### config.mk
export PLATFORM = sky130hd
export DESIGN_NAME = xor_tree_pipe
export DESIGN_NICKNAME = d
export VERILOG_FILES = /design/src/rtl/xor_tree_pipe.sv
export SDC_FILE = /design/constraint.sdc
export NUM_CORES = 1
export LEC_CHECK = 0
export ABC_AREA = 1
export CORE_ASPECT_RATIO = 0.5
export CORE_MARGIN = 2
export CORE_UTILIZATION = 49
export DETAILED_ROUTE_END_ITERATION = 8
export GPL_ROUTABILITY_DRIVEN = 0
export MAX_ROUTING_LAYER = met4
export PLACE_DENSITY = 0.72
export SLEW_MARGIN = 40
export SYNTH_ARGS = -nofsm -noshare
export SYNTH_HDL_FRONTEND = slang
export SYNTH_SLANG_ARGS = --single-unit
### constraint.sdc
create_clock -name clk -period 1.4 [get_ports clk]
set_input_delay 0.21 -clock clk [delete_from_list [all_inputs] [get_ports clk]]
set_output_delay 0.21 -clock clk [all_outputs]
set_load 0.02 [all_outputs]
### src/rtl/xor_tree_pipe.sv
// xor_tree_pipe: registered binary XOR tree with valid/ready backpressure; define XOR_TREE_PIPE_ACCUM_EN for multi-beat frame accumulation
module xor_tree_pipe #(
    parameter int N_VEC  = 5,
    parameter int WIDTH  = 31,
    parameter int BEAT_W = 8
) (
    input  logic                   clk,
    input  logic                   rst,
    input  logic [N_VEC*WIDTH-1:0] in_vectors,
    input  logic                   in_valid,
    input  logic                   in_last,
    output logic                   in_ready,
    output logic [WIDTH-1:0]       out_xor,
    output logic [BEAT_W-1:0]      out_beats,
    output logic                   out_valid,
    input  logic                   out_ready
);
    localparam int LEVELS = $clog2(N_VEC);
`ifdef XOR_TREE_PIPE_ACCUM_EN
    localparam bit ACCUM = 1'b1;
`else
    localparam bit ACCUM = 1'b0;
`endif
    logic             stall;
    logic [WIDTH-1:0] res;
    logic             res_v;
    logic             res_l;
    assign stall    = out_valid && !out_ready;
    assign in_ready = !stall;
    genvar k, j;
    generate
        for (k = 0; k <= LEVELS; k++) begin : lv
            localparam int NK = (N_VEC + (1 << k) - 1) >> k;
            logic [NK*WIDTH-1:0] d;
            logic                v;
            logic                l;
            if (k == 0) begin : g
                // Input stage: capture an accepted beat; without accumulation every beat closes its own frame
                always_ff @(posedge clk) begin
                    if (rst) begin
                        d <= '0;
                        v <= 1'b0;
                        l <= 1'b0;
                    end else if (!stall) begin
                        d <= in_valid ? in_vectors : '0;
                        v <= in_valid;
                        l <= in_valid && (in_last || !ACCUM);
                    end
                end
            end else begin : g
                localparam int NP = (N_VEC + (1 << (k - 1)) - 1) >> (k - 1);
                logic [NK*WIDTH-1:0] nxt;
                for (j = 0; j < NK; j++) begin : n
                    if (2 * j + 1 < NP) begin : p
                        assign nxt[j*WIDTH +: WIDTH] = lv[k-1].d[2*j*WIDTH +: WIDTH] ^ lv[k-1].d[(2*j+1)*WIDTH +: WIDTH];
                    end else begin : u
                        assign nxt[j*WIDTH +: WIDTH] = lv[k-1].d[2*j*WIDTH +: WIDTH];
                    end
                end
                // Tree level: pairwise XOR of the previous level, odd node passed through
                always_ff @(posedge clk) begin
                    if (rst) begin
                        d <= '0;
                        v <= 1'b0;
                        l <= 1'b0;
                    end else if (!stall) begin
                        d <= nxt;
                        v <= lv[k-1].v;
                        l <= lv[k-1].l;
                    end
                end
            end
        end
    endgenerate
    assign res   = lv[LEVELS].d;
    assign res_v = lv[LEVELS].v;
    assign res_l = lv[LEVELS].l;
`ifdef XOR_TREE_PIPE_ACCUM_EN
    logic [WIDTH-1:0]  acc;
    logic [BEAT_W-1:0] cnt;
    logic [BEAT_W-1:0] cnt_inc;
    assign cnt_inc = &cnt ? cnt : cnt + 1'b1;
    // Output stage: fold beats into acc until the last one, then publish the frame sum and beat count
    always_ff @(posedge clk) begin
        if (rst) begin
            acc       <= '0;
            cnt       <= '0;
            out_xor   <= '0;
            out_beats <= '0;
            out_valid <= 1'b0;
        end else if (!stall) begin
            out_valid <= res_v && res_l;
            if (res_v && res_l) begin
                out_xor   <= acc ^ res;
                out_beats <= cnt_inc;
                acc       <= '0;
                cnt       <= '0;
            end else if (res_v) begin
                acc <= acc ^ res;
                cnt <= cnt_inc;
            end
        end
    end
`else
    // Output stage: publish each beat's tree result directly
    always_ff @(posedge clk) begin
        if (rst) begin
            out_xor   <= '0;
            out_beats <= '0;
            out_valid <= 1'b0;
        end else if (!stall) begin
            out_valid <= res_v && res_l;
            if (res_v && res_l) begin
                out_xor   <= res;
                out_beats <= BEAT_W'(1);
            end
        end
    end
`endif
endmodule

==> results.md <==
- routed vias: 15647
- Critical Path, Cell by Cell: nand2_8 -> buf_12 -> buf_12 -> buf_12
- overall die area: 0.0357 mm2
- status: finished with violations
- final routed wire length divided by cell count: 13.5 um
- root buf cell: clkbuf_16
- dominant cell type by area after synthesis: dfxtp_1
- CTS Buf Count: 35
- number of primary I/O pins: 201
- I/O Buffers: 192
- depth of the CTS H-tree: 2
- violated checks: negative setup slack
- Longest Clk Path Bufs: 3
- Synth Warn #: 0
- Leakage Power: 9.81 nW
- Crit-path slowest cell: dfxtp_4
- initial core utilization: 0.501
- Total Neg Setup Slack: -4.36 ns
- clock sink count: 378
- data required time at the worst endpoint: 1.19 ns
- hpwl dp: 28500 um
- post-route setup slack: -0.166 ns
- grt ovf: 0
- post-synthesis area per instance: 6.49 um2
- CP startpoint kind: flip-flop
- synthesized instance count: 2575
- number of optimization iterations in the first detailed-route pass: 5
- post-synthesis sequential element count: 378
- slowest cell delay on critical path: 0.40 ns
- hold bufs inserted after CTS: 0
- CTS tree: built
- leading post-synthesis cells by cell area: dfxtp_1 (45%), nand2_1 (14%), nor2_1 (12%), inv_1 (7.5%), a21oi_1 (5.7%)
- total routing resource utilization after global routing: 0.245
- standard cell core area: 0.0333 mm2
- total DRC errors in the routed layout: 0
- post-synthesis sequential area ratio: 0.453
- beginning of the worst hold path: rst
- via-per-instance ratio: 4.91
- count of routing violations after the opening detailed-route iteration: 1395
- antenna viol nets, final: 0
- row count: 47
- antenna diode count: 0
- worst setup slack after placement: -0.353 ns
- final layout net count: 2882
- endpoint arrival time on the critical path: 1.36 ns
- worst min path class: input port to flip-flop
- kind of capture point of the worst setup path: primary output
- wire length of the first global-routing pass: 69900 um
- Placed Instances: 3111
- Horiz. Die Dim: 265 um
- # fillers: 3088
- Vert. Die Dim: 135 um
- fraction of layout cells with a size suffix above 1: 0.0688
- RSZ-0062 raised after global routing: true
- most repeated library cell on the critical path: buf_12
- insertion delay to the later sink of the worst-skew pair: 0.54 ns
- largest fanout on the critical path: 4
- initial antenna violation count: 0
- Max Freq: 0.639 GHz
- CP Class: flip-flop to primary output
- power density over the cells: 1170 mW/mm2
- final count of negative-setup-slack endpoints: 123
- top library cells by usage in the layout, fill and taps aside: nand2_1 (610), nor2_1 (512), dfxtp_1 (376)
- Critical Path Start: out_valid
- most common cell after layout, fill and taps aside: nand2_1
- peak supply drop: 0.000769 V
- Clock transition at path regs: 0.07 ns
- max-slew violation count: 0
- final routed wirelength across all metal layers: 43000 um
- clock skew after layout: 0.0226 ns
- number of library cell types mapped by synthesis: 16
- fin crit period: 1.57 ns
- fraction of post-synthesis cell area in the top cell type by area: 0.453
- Final Cycle Share: 1.12
- total power of the final layout: 24.1 mW
- core utilization of the finished layout: 0.620
- area of the mapped netlist: 0.0167 mm2
- startpoint of the lowest-slack register-to-register path: out_valid
- post-route non-filler standard cell count: 3187
- count of maximum capacitance violations: 0
- number of global-route vias before repair: 14336
- area added between synthesis and finish: 23.8%
- count of final hold-check violations: 0
- maximum number of pins on one net before global-route repair: 104
[power by group]
part           internal [mW]  switching (mW)
Clock                   5.89            4.19
Combinational           1.11            1.35
Sequential              11.2           0.340
Total                   18.2            5.88
[final timing paths]
| check | endpoint | slack, ns | depth (start not counted) |
|---|---|---|---|
| hold / removal | lv[0].d[154] | 0.20 | 3 |
| hold reg to reg | out_beats[0] | 0.46 | 2 |
| setup reg to reg | lv[1].d[16] | -0.11 | 7 |
| setup / recovery | in_ready | -0.17 | 4 |
[stage by stage]
step | hold WS [ns] | instance area (um2)
finish | 0.195 | 20700
global route | 0.205 | 20700
CTS | 0.189 | 20600
detailed placement | 0.442 | 19200
global placement | 0.442 | 19200
floorplan | 0.422 | 16700
[logic make-up (layout without fill, tap and decap cells)]
| family | after synthesis | after routing | share of synthesized area |
|---|---|---|---|
| buffers and inverters | 506 | 671 | 0.125 |
| DFF | 378 | 378 | 0.453 |
| AOI/OAI and AO/OA | 378 | 378 | 0.113 |
| and+or+nand+nor | 1312 | 1312 | 0.309 |
| other | 1 | 7 | 0.000224 |
[routing by layer]
layer	up-vias	part of all wire	GRT usage
met5	-	0	-
met1	7075	0.49	0.339
met4	0	0.014	0.0439
met3	56	0.057	0.0350
li1	8154	-	-
met2	362	0.44	0.388
[flip-flops by register name (all words and copies together) (netlist names)]
signal,flops
lv.d,341
lv.l,3
lv.v,1
out_beats,1
out_valid,1
out_xor,31
[worst max-delay path: cells and delay by family (launching register included)]
family | cells | cell delay, ns
buffers and inverters | 3 | 0.36
DFF | 1 | 0.40
and+or+nand+nor | 1 | 0.07
[repair_timing]
action,in CTS,in global routing
cloned,2,3
setup buffers,2,9
setup endpoints to repair,40,316
resized for setup,87,52
pin swaps,1,6
[cells in the mapped netlist]
cell type / instances
nand2_1: 611
nor2_1: 514
dfxtp_1: 378
inv_1: 332
a21oi_1: 189
nand3_1: 187
o21ai_0: 163
clkbuf_1: 72
buf_2: 51
o21ai_1: 26
buf_4: 24
buf_1: 12
clkbuf_2: 12
buf_6: 2
conb_1: 1
inv_2: 1
[layout make-up]
type | count | area [um2] | area share
Sequential cell | 378 | 7570 | 0.366
Timing Repair Buffer | 277 | 2960 | 0.143
Clock inverter | 15 | 185 | 0.00896
Inverter | 333 | 1260 | 0.0608
Tap cell | 441 | 552 | 0.0267
Multi-Input combinational cell | 1697 | 7130 | 0.345
Clock buffer | 46 | 1020 | 0.0493
Note: power is estimated with default switching activity, not from simulation.
